==> src/rtl/card_dealer.sv <==
// Card dealer: deals random ranks 1..13 from a finite shoe without replacement.
// A free-running rank counter is sampled when deal is requested; if that rank
// is exhausted, the search walks forward (wrapping 13 -> 1) to the next rank
// that still has cards left.
//
// state  | meaning
// IDLE   | waiting for deal_req; new_card holds the last dealt rank
// SEARCH | checking cand against the count table, one rank per cycle
module card_dealer #(
    parameter int DECKS = 1
) (
    input  logic                            clock,
    input  logic                            resetb,
    input  logic                            deal_req,
    input  logic                            refill,
    output logic [3:0]                      new_card,
    output logic                            card_valid,
    output logic [$clog2(52*DECKS+1)-1:0]   cards_left,
    output logic                            empty,
    output logic                            busy
);

    localparam int CW = $clog2(52*DECKS+1);
    localparam int NW = $clog2(4*DECKS+1);
    localparam logic [NW-1:0] FULL_CNT  = NW'(4*DECKS);
    localparam logic [CW-1:0] FULL_SHOE = CW'(52*DECKS);

    typedef enum logic {IDLE, SEARCH} state_t;

    state_t        state;
    logic [3:0]    rng;
    logic [3:0]    cand;
    logic [NW-1:0] cnt [1:13];

    // Free-running rank counter 1..13; keeps running through refill and deals.
    always_ff @(posedge clock or negedge resetb) begin
        if (!resetb) begin
            rng <= 4'd1;
        end else begin
            rng <= (rng == 4'd13) ? 4'd1 : rng + 4'd1;
        end
    end

    // Deal FSM, count table and registered outputs; refill overrides all of it.
    always_ff @(posedge clock or negedge resetb) begin
        if (!resetb) begin
            state      <= IDLE;
            cand       <= 4'd1;
            new_card   <= 4'd0;
            card_valid <= 1'b0;
            cards_left <= FULL_SHOE;
            for (int i = 1; i <= 13; i++) cnt[i] <= FULL_CNT;
        end else if (refill) begin
            state      <= IDLE;
            new_card   <= 4'd0;
            card_valid <= 1'b0;
            cards_left <= FULL_SHOE;
            for (int i = 1; i <= 13; i++) cnt[i] <= FULL_CNT;
        end else begin
            card_valid <= 1'b0;
            case (state)
                IDLE: begin
                    if (deal_req && (cards_left != '0)) begin
                        cand  <= rng;
                        state <= SEARCH;
                    end
                end
                SEARCH: begin
                    if (cnt[cand] != '0) begin
                        cnt[cand]  <= cnt[cand] - NW'(1);
                        cards_left <= cards_left - CW'(1);
                        new_card   <= cand;
                        card_valid <= 1'b1;
                        state      <= IDLE;
                    end else begin
                        cand <= (cand == 4'd13) ? 4'd1 : cand + 4'd1;
                    end
                end
                default: state <= IDLE;
            endcase
        end
    end

    // Status flags decoded from registered state only.
    assign busy  = (state == SEARCH);
    assign empty = (cards_left == '0);

endmodule

==> config.mk <==
export PLATFORM = sky130hd
export DESIGN_NAME = card_dealer
export DESIGN_NICKNAME = d
export VERILOG_FILES = /design/src/rtl/card_dealer.sv
export SDC_FILE = /design/constraint.sdc
export NUM_CORES = 1
export LEC_CHECK = 0
export BUFFER_PORTS_ARGS = -buffer_cell sky130_fd_sc_hd__clkbuf_2
export CAP_MARGIN = 20
export CORE_MARGIN = 5
export CORE_UTILIZATION = 60
export CTS_BUF_LIST = sky130_fd_sc_hd__clkbuf_8
export CTS_CLUSTER_SIZE = 28
export DETAILED_ROUTE_END_ITERATION = 6
export MAX_ROUTING_LAYER = met4
export PLACE_DENSITY = 0.84
export SLEW_MARGIN = 20
export SYNTH_ARGS = -nofsm -noshare
export SYNTH_HDL_FRONTEND = slang
export SYNTH_SLANG_ARGS = --single-unit
==> constraint.sdc <==
create_clock -name clock -period 3.7 [get_ports clock]
set_input_delay 0.37 -clock clock [delete_from_list [all_inputs] [get_ports clock]]
set_output_delay 0.37 -clock clock [all_outputs]
set_load 0.03 [all_outputs]
## Word level (Yosys, flattened, before mapping)

Cells that the tools add are included.

| word-level totals | value |
|---|---|
| register bits after elaboration | 59 |
| bits in latches | 0 |
| bits in writable memories | 0 |
| bits in read-only memories | 0 |
| memories kept | 0 |

| cells by class | value |
|---|---|
| $add $sub $neg | 4 |
| $mul | 0 |
| divide/modulo/power cells | 0 |
| $lt $le $gt $ge | 2 |
| equality and inequality tests | 4 |
| shift operators | 0 |
| multiplexer cells | 27 |
| bitwise operators | 3 |
| reduce and logical (&&, ||, !) cells | 9 |

Operator list:

| operator | number |
|---|---|
| 2-to-1 mux 39 bit | 3 |
| bitwise mux 39 bit | 1 |
| 2-to-1 mux 4 bit | 7 |
| 2-to-1 mux 6 bit | 3 |
| binary-select mux 3 bit (select 4 bit) | 1 |
| demux 3 bit (select 4 bit) | 1 |
| 2-to-1 mux 3 bit | 3 |
| adder 4 x 1 -> 4 bit (second input constant) | 2 |
| == test 4 bit (second input constant) | 2 |
| case mux 4 bit (2 select lines) | 1 |
| logical NOT 6 bit | 1 |
| 2-to-1 mux 1 bit | 6 |
| nonzero test 6 bit | 1 |
| subtractor 6 x 1 -> 6 bit (second input constant) | 1 |
| >= comparator 5 bit (second input constant) | 1 |
| < comparator 5 x 1 -> 1 bit (second input constant) | 1 |
| inverter 4 -> 5 bit | 1 |
| != test 2 bit (second input constant) | 2 |
| nonzero test 2 bit | 2 |
| AND reduction 3 bit | 1 |
| nonzero test 3 bit | 1 |
| subtractor 3 x 1 -> 3 bit (second input constant) | 1 |
| logical AND 1 bit | 2 |
| inverter 1 bit | 2 |
| 2 further kinds | 2 |

## Depth between registers and ports, before layout

Gate-level depths: netlist (run 1).

| depth | value |
|---|---|
| depth after elaboration | 9 |
| gate-level depth with buffers | 13 |
| gate-level depth less buffers | 10 |

## Worst setup path after synthesis (run 1)

No wires, ideal clock.

| timing | value |
|---|---|
| kind | register to register |
| from | reg cand[0] |
| to | reg cnt[32] (netlist name) |
| setup time | 0.090 ns |
| arrival | 2.625 ns |
| required time | 3.610 ns |
| setup slack | 0.985 ns |
| cell stages (with the launch flop) | 13 |
| cell sequence | dfstp_2 > buf_4 > buf_4 > a221oi_1 > o311a_1 > ha_1 > ha_1 > buf_2 > nand2b_1 > buf_2 > nor4_4 > mux2i_1 > nand2_1 |

| on the way | value |
|---|---|
| cells in the longest elaborated chain, start to end | 9 |
| elaborated cells on any way between the ends | 17 |
| those cells by class | add/sub (1); order compare (2); mux (9); bitwise (1); reduce/logical (4) |

RTL lines:

| element | RTL line | text |
|---|---|---|
| start: declaration | 32 | `logic [3:0] cand;` |
| start signal: assignment | 64 | `cand <= rng;` |
| start signal: assignment | 76 | `cand <= (cand == 4'd13) ? 4'd1 : cand + 4'd1;` |
| inverter 4 -> 5 bit (not written as such) (*) | 69, 70 |  |
| binary-select mux 3 bit (select 4 bit), or another cell as far along | 69, 70 |  |
| 2-to-1 mux 3 bit (not written as such) or logical AND 1 bit (tied branches) | 69, 70 |  |
| 2-to-1 mux 3 bit, on equally long branches | 69, 70 |  |
| subtractor 3 x 1 -> 3 bit or demux 3 bit (select 4 bit) (tied branches) | 70 | `cnt[cand] <= cnt[cand] - NW'(1);` |
| bitwise mux 39 bit | 70 |  |
| 2-to-1 mux 39 bit | 69 | `if (cnt[cand] != '0) begin` |
| 2-to-1 mux 39 bit | 61 | `case (state)` |
| 2-to-1 mux 39 bit | 53 | `end else if (refill) begin` |
| end signal: indexed assignment | 70 |  |
| end: declaration | 33 | `logic [NW-1:0] cnt [1:13];` |

Every way passes the cells marked *; elsewhere a longest branch is shown, timed or not. The select of a mux whose other input is x is not followed.
A chain may end at the register's enable or synchronous reset.

## Final worst setup path (run 1)

| timing | value |
|---|---|
| from | reg cand[0] |
| to | reg cnt[7] (netlist name) |

The elaborated chain is that of the path after synthesis.

==> implementation parameters, run 1 <==
Parameter                              Value

Clock tree
  Hold-fix buffer count after cts    0
  Clock tree from TritonCTS    done
  Number of clock buffers inserted by TritonCTS    9
  Clock Latency Late Sink    0.34 ns
  Clock tree root buffer cell    sky130_fd_sc_hd__clkbuf_8
  Clock transition at the register clock pins on the worst setup and hold paths after CTS    0.07 ns
  Setup repair bufs after CTS    0
  CTS HTree Levels    3
  Max Buffers Root-to-Sink    2
  Clock sink count    59
  Number of gates given a new drive strength after cts    0

Power and ir drop
  Clock share of power    28.0%
  Combinational group share of total power    33.6%
  Static leakage    1.40 nW
  Post-route total power    2.36 mW
  Worst IR Drop VDD    0.384 mV
  Pwr Density    698 nW/um2
  Seq pwr share    38.3%
  Switching power of the nets    925 uW
  Sw Ratio    39.2%
  Internal portion of total power    1.44 mW

GRT
  Maximum number of pins on one net before global-route repair    40
  Vias in the first global route    2390
  Overflow left after global routing    0
  Antenna violations before repair    0
  First-pass GRT wire length    12.0 mm
  GRT Resource Usage Total    24.8%

Flow run
  Max Cap Violations    0

Routing
  TritonRoute pass-1 iters    4
  Metal-1 WL    3.08 mm
  Count of nets left with antenna violations after detail routing    0
  Final routed wire length divided by cell count    17.6 um
  Met2 routed wirelength    3.34 mm
  Total DRC errors in the routed layout    0
  Number of DRC markers in iteration 0    228
  Via density    6.14
  Total length of routed met3 wires    338 um
  Highest Signal Layer    met4
  Detailed-route wire length    6.91 mm
  Via count of the routed design    2407

Timing
  Clock skew after layout    0.00926 ns
  Setup total negative slack    0 ns
  Fin worst setup slack    0.276 ns
  Setup-failing EPs final    0
  Fmax    292 MHz
  Final worst hold slack    -0.00721 ns
  Time the final worst path needs with I/O delays and setup    3.42 ns
  Post-route fraction of the period consumed by the critical path    92.6%
  Number of max-slew violations in the final report    0
  Setup repair after global routing missed its margin    false
  Worst Max-Slew Pin Slew    0.728 ns
  Final hold violations    14
  Slew headroom    51.5%

Logic synthesis
  Synth top area cells    sky130_fd_sc_hd__dfrtp_1, sky130_fd_sc_hd__dfstp_2, sky130_fd_sc_hd__nor2_1
  Commonest register cell after synthesis    sky130_fd_sc_hd__dfrtp_1
  Post-synthesis cell count    308
  Count of flip-flops with a built-in enable after synthesis    0
  Most common cell in the synthesized netlist    sky130_fd_sc_hd__nor2_1
  Synth Register Bits    59
  Sequential share of the synthesized area    49.0%
  Synth top area share    33.6%
  Most frequent cells after synthesis    sky130_fd_sc_hd__nor2_1, sky130_fd_sc_hd__dfrtp_1, sky130_fd_sc_hd__nand2_1
  Mean instance size in the synthesized netlist    9.92 um2
  Number of nets produced by synthesis    316
  Post-synth top area cell    sky130_fd_sc_hd__dfrtp_1
  Yosys warnings    0
  Post-synth ARST share    100%
  Mapped Area    3060 um2
  Post-synthesis cell type count    50

Final layout
  Synth-to-Final Area Change    10.6%
  # diodes    0
  Post-Layout Inst Area    3380 um2
  Number of nets in the final layout    325
  Fraction of layout instances using a drive strength above 1    21.4%

Floorplanning
  Height of the die    81.4 um
  Die Wd    81.4 um
  Top-level port count    17
  Initial Util    60.6%
  Area inside the core boundary    5040 um2
  Die area    6620 um2
  Number of standard-cell rows in the floorplan    26

Placement
  HPWL after detailed placement    4.74 mm
  Final estimated routing congestion in global placement    0.871
  Setup slack at placement    0.315 ns
  Number of port buffers    16
  Placed Area    3150 um2

Worst setup path
  Required time of the critical path    3.91 ns
  CP startpoint kind    flop
  Kind of critical path    flop to flop
  Worst reg-to-reg path cell count    8
  Kind of end point of the critical path    flop
  Critical path fanouts, max    27
  Arrival @ worst endpoint    3.63 ns

Status
  Result of the run    finished, violations left
  Failing checks    negative hold slack

Hold path
  Worst hold path type    input port to async pin
flip-flops by register name (all words and copies together), names as in the netlist:
register,flops
cnt,39
rng,4
cards_left,6
busy,1
cand,4
new_card,4
card_valid,1
worst max-delay path, stage by stage (launching register included):
cell                        delay [ns]
sky130_fd_sc_hd__dfstp_2          0.91
sky130_fd_sc_hd__mux4_2           0.58
sky130_fd_sc_hd__a22o_1           0.24
sky130_fd_sc_hd__a211oi_2         0.17
sky130_fd_sc_hd__ha_1             0.19
sky130_fd_sc_hd__ha_1             0.35
sky130_fd_sc_hd__nand4bb_1        0.37
sky130_fd_sc_hd__nor2_1           0.13
sky130_fd_sc_hd__a211oi_1         0.35
layout by cell type, fill, tap and decap left out, types with 3 or more instances in the layout:
cell and count:
sky130_fd_sc_hd__a211oi_1 15, sky130_fd_sc_hd__a21oi_1 9, sky130_fd_sc_hd__a22o_1 3, sky130_fd_sc_hd__and3_1 5, sky130_fd_sc_hd__buf_4 5, sky130_fd_sc_hd__clkbuf_2 16, sky130_fd_sc_hd__clkbuf_8 11, sky130_fd_sc_hd__dfrtp_1 41
sky130_fd_sc_hd__dfstp_2 18, sky130_fd_sc_hd__ha_1 4, sky130_fd_sc_hd__inv_1 9, sky130_fd_sc_hd__mux2_2 3, sky130_fd_sc_hd__mux2i_1 4, sky130_fd_sc_hd__mux4_2 6, sky130_fd_sc_hd__nand2_1 38, sky130_fd_sc_hd__nand2b_1 4
sky130_fd_sc_hd__nand3_1 6, sky130_fd_sc_hd__nand4_1 3, sky130_fd_sc_hd__nor2_1 45, sky130_fd_sc_hd__nor2b_1 6, sky130_fd_sc_hd__nor3_1 6, sky130_fd_sc_hd__o211ai_1 6, sky130_fd_sc_hd__o21ai_0 14, sky130_fd_sc_hd__xnor2_1 11
kinds of logic (layout without fill, tap and decap cells):
logic type | count (synthesis) | in the layout | share of synthesized area, %
mux | 13 | 13 | 6.84
compound gates | 64 | 64 | 14.7
xor+xnor | 12 | 12 | 3.44
buf+inv | 31 | 45 | 4.54
flops | 59 | 59 | 49.0
fa+ha+maj | 4 | 4 | 1.64
simple gates | 125 | 125 | 19.8
layout make-up:
class	count	area, um2
Fill cell	384	1660
Sequential cell	59	1500
Multi-Input combinational cell	218	1420
Clock buffer	11	151
Timing Repair Buffer	21	118
Tap cell	70	87.6
Clock inverter	5	76.3
Inverter	8	30.0
per-layer routing:
| metal | GRT usage [%] | vias up |
|---|---|---|
| met4 | 5.91 | 0 |
| met2 | 36.6 | 82 |
| met5 | - | - |
| met3 | 8.54 | 15 |
| met1 | 32.9 | 1202 |
| li1 | - | 1108 |
power by group through the flow:
stage	Sequential [mW]	Clock (mW)	Combinational (mW)
after floorplan	0.846	0	0.621
after global placement	0.904	0	0.766
after detailed placement	0.909	0	0.778
after CTS	0.900	0.672	0.784
after global routing	0.923	0.703	0.873
final	0.904	0.662	0.794
path summary, 6_finish.rpt:
check,end,slack [ns],from
max,cnt[7]$_DFFE_PN0P_,0.28,cand[0]$_DFFE_PN1P_
min,cnt[9]$_DFFE_PN0P_,-0.007,resetb
max reg2reg,cnt[7]$_DFFE_PN0P_,0.28,cand[0]$_DFFE_PN1P_
min reg2reg,rng[0]$_DFF_PN1_,0.51,rng[0]$_DFF_PN1_
max in group asynchronous,cnt[5]$_DFFE_PN1P_,2.81,resetb
min in group clock,cand[1]$_DFFE_PN0P_,0.48,deal_req
through the flow:
step | utilization (%) | hold WS, ns | std cells
final | 67.0 | -0.00721 | 392
after floorplan | - | 0.0744 | 308
after CTS | 67.0 | 0.00314 | 392
after global routing | 67.0 | 0.0322 | 392
after detailed placement | 62.5 | 0.368 | 376
after global placement | 62.5 | 0.362 | 376
No activity file was read; power rests on OpenSTA's default activity.
==> inputs of run 2 (changes only) <==
- CTS_CLUSTER_SIZE: 28 -> unset
- clock period: 3.7 -> 4.2 ns (I/O delays scaled with it)
==> run 2 against run 1 <==
Against the previous run: the flow now finishes without violations; worst setup slack gained 0.24 ns; sequential power shrank 10%; global-route usage shrank 1.3 points; sequential share of layout area grew 0.21 points; clock skew shrank 0.0020 ns; worst hold slack gained 0.21 ns; fmax shrank 7.0%; critical path type unchanged; critical endpoint is now cnt[37]$_DFFE_PN0P_; largest cell class unchanged.
==> implementation parameters, run 2 (synthesis results as in run 1) <==
Parameter                              Value

Status
  Result of the run    complete, no violations (was finished, violations left)

Routing
  Count of nets left with antenna violations after detail routing    0 (unchanged)
  Via count of the routed design    2289 (was 2407)
  TritonRoute pass-1 iters    4 (unchanged)
  Final routed wire length divided by cell count    17.0 um (was 17.6 um)
  Total DRC errors in the routed layout    0 (unchanged)
  Detailed-route wire length    6.63 mm (was 6.91 mm)
  Via density    5.87 (was 6.14)
  Number of DRC markers in iteration 0    232 (was 228)

Clock tree
  Max Buffers Root-to-Sink    2 (unchanged)
  Clock tree from TritonCTS    done (unchanged)
  Number of gates given a new drive strength after cts    0 (unchanged)
  Hold-fix buffer count after cts    0 (unchanged)
  Number of clock buffers inserted by TritonCTS    9 (unchanged)
  Clock tree root buffer cell    sky130_fd_sc_hd__clkbuf_8 (unchanged)
  Setup repair bufs after CTS    0 (unchanged)
  Clock sink count    59 (unchanged)
  Clock Latency Late Sink    0.35 ns (was 0.34 ns)
  CTS HTree Levels    3 (unchanged)
  Clock transition at the register clock pins on the worst setup and hold paths after CTS    0.07 ns (about the same)

Placement
  Number of port buffers    16 (unchanged)
  Cell count after placement    374 (was 376)
  Final estimated routing congestion in global placement    0.882 (was 0.871)
  Placed Area    3140 um2 (was 3150 um2)
  HPWL after detailed placement    4.33 mm (was 4.74 mm)

Worst setup path
  Required time of the critical path    4.44 ns (was 3.91 ns)
  Category of cells accounting for the largest share of critical-path delay    simple AND/OR/NAND/NOR gates (was flip-flops)
  Kind of end point of the critical path    flop (unchanged)
  Critical-path cell with the highest stage delay    sky130_fd_sc_hd__dfrtp_1 (was sky130_fd_sc_hd__dfstp_2)
  FF-to-FF setup slack    0.52 ns (was 0.28 ns)
  Buffers plus inverters on the worst setup path    0 (unchanged)
  Reg-to-reg endpoint    cnt[37]$_DFFE_PN0P_ (was cnt[7]$_DFFE_PN0P_)
  CP max stage delay    0.84 ns (was 0.91 ns)
  Cells along the critical path    nor2b_1, a221oi_1, o311a_1, ha_1, ha_1, nor2b_1, and3_1, nor2_1, a211oi_1 (was mux4_2, a22o_1, a211oi_2, ha_1, ha_1, nand4bb_1, nor2_1, a211oi_1)
  Critical path fanouts, max    21 (was 27)
  Arrival @ worst endpoint    3.93 ns (was 3.63 ns)
  R2r startpoint    cand[1]$_DFFE_PN0P_ (was cand[0]$_DFFE_PN1P_)
  Kind of critical path    flop to flop (unchanged)
  Worst reg-to-reg path cell count    9 (was 8)
  CP startpoint kind    flop (unchanged)

Final layout
  Multi-input gate area in the final layout    1420 um2 (unchanged)
  Final standard cell count with taps included and fillers excluded    390 (was 392)
  Fraction of layout instances using a drive strength above 1    21.3% (was 21.4%)
  Flip-flop count of the largest register after layout    39 (unchanged)
  Fraction of the core area covered by cells at the end of the flow    66.7% (was 67.0%)
  # diodes    0 (unchanged)
  Most common cell after layout, fill and taps aside    sky130_fd_sc_hd__nor2_1 (unchanged)
  Area taken by flip-flops and latches    1500 um2 (unchanged)
  Largest register by flop count    cnt (unchanged)
  Number of nets in the final layout    323 (was 325)
  Commonest cells after routing, fill and taps aside    sky130_fd_sc_hd__nor2_1, sky130_fd_sc_hd__dfrtp_1, sky130_fd_sc_hd__nand2_1 (unchanged)
  Post-Layout Inst Area    3360 um2 (was 3380 um2)
  Number of fill cells in the layout    399 (was 384)
  Largest regs    cnt: 39 flops, cards_left: 6 flops (unchanged)
  Synth-to-Final Area Change    10.1% (was 10.6%)

Timing
  Setup-failing EPs final    0 (unchanged)
  Slew headroom    35.9% (was 51.5%)
  Final hold violations    0 (was 14)
  Worst Max-Slew Pin Slew    0.959 ns (was 0.728 ns)
  Number of max-slew violations in the final report    0 (unchanged)
  Time the final worst path needs with I/O delays and setup    3.68 ns (was 3.42 ns)
  Clock skew after layout    0.00730 ns (was 0.00926 ns)
  Fmax    271 MHz (was 292 MHz)
  Setup repair after global routing missed its margin    false (unchanged)
  Setup total negative slack    0 ns (unchanged)
  Post-route fraction of the period consumed by the critical path    87.7% (was 92.6%)

Floorplanning
  Die area    6620 um2 (unchanged)
  Area inside the core boundary    5040 um2 (unchanged)
  Initial Util    60.6% (unchanged)
  Height of the die    81.4 um (unchanged)
  Number of standard-cell rows in the floorplan    26 (unchanged)
  Top-level port count    17 (unchanged)
  Die Wd    81.4 um (unchanged)

Power and ir drop
  Pwr Density    616 nW/um2 (was 698 nW/um2)
  Static leakage    1.39 nW (was 1.40 nW)
  Worst IR Drop VDD    0.490 mV (was 0.384 mV)

Hold path
  Worst hold path type    input port to async pin (unchanged)

GRT
  Maximum number of pins on one net before global-route repair    60 (was 40)
  Antenna violations before repair    0 (unchanged)
  Overflow left after global routing    0 (unchanged)
  Vias in the first global route    2286 (was 2390)
  GRT Resource Usage Total    23.5% (was 24.8%)
  First-pass GRT wire length    11.3 mm (was 12.0 mm)

Flow run
  Max Cap Violations    0 (unchanged)
## run 2: changes by cell type in the layout (fill, tap and decap cells not counted), sizes merged
cell and change:
buf -2, clkinv +2, clkinvlp -1, inv -1
## run 2: metal layers
| metal | vias to the layer above | global-route usage [%] | share of wire (%) |
|---|---|---|---|
| li1 | 1102 | - | - |
| met1 | 1123 | 31.7 | 47 |
| met2 | 57 | 33.6 | 46 |
| met3 | 7 | 8.09 | 6.4 |
| met4 | 0 | 6.93 | 1.1 |
| met5 | - | - | 0 |
## run 2: report_power, final
group / total, mW / internal [mW] / switching [mW]
combinational: 0.666 / 0.246 / 0.420
clock: 0.593 / 0.363 / 0.229
sequential: 0.813 / 0.645 / 0.168
total: 2.07 / 1.25 / 0.817
## run 2: worst max-delay path by stage
stage | end | from | depth (start not counted)
after floorplan | cnt[32]$_DFFE_PN1P_ | cand[0]$_DFFE_PN1P_ | 12
after global routing | cnt[2]$_DFFE_PN1P_ | cand[1]$_DFFE_PN0P_ | 9
after global placement | cnt[2]$_DFFE_PN1P_ | cand[1]$_DFFE_PN0P_ | 9
after CTS | cnt[37]$_DFFE_PN0P_ | cand[1]$_DFFE_PN0P_ | 9
after detailed placement | cnt[37]$_DFFE_PN0P_ | cand[1]$_DFFE_PN0P_ | 9
final | cnt[37]$_DFFE_PN0P_ | cand[1]$_DFFE_PN0P_ | 9
## run 2: area by class of cell
cell class                 count  area share, %
tap                           70           2.60
clock buffer                  11           4.50
clock inverter                 5           2.23
inverter                       8          0.893
multi-input combinational    218           42.2
timing repair buffer          19           3.05
sequential                    59           44.6
## run 2: stage by stage
stage	total power, mW	hold WS, ns	worst slack [ns]
2_1_floorplan	1.29	0.124	1.48
3_3_place_gp	1.46	0.486	0.738
3_5_place_dp	1.47	0.491	0.564
4_1_cts	2.07	0.247	0.541
5_1_grt	2.19	0.279	0.229
6_report	2.07	0.208	0.516
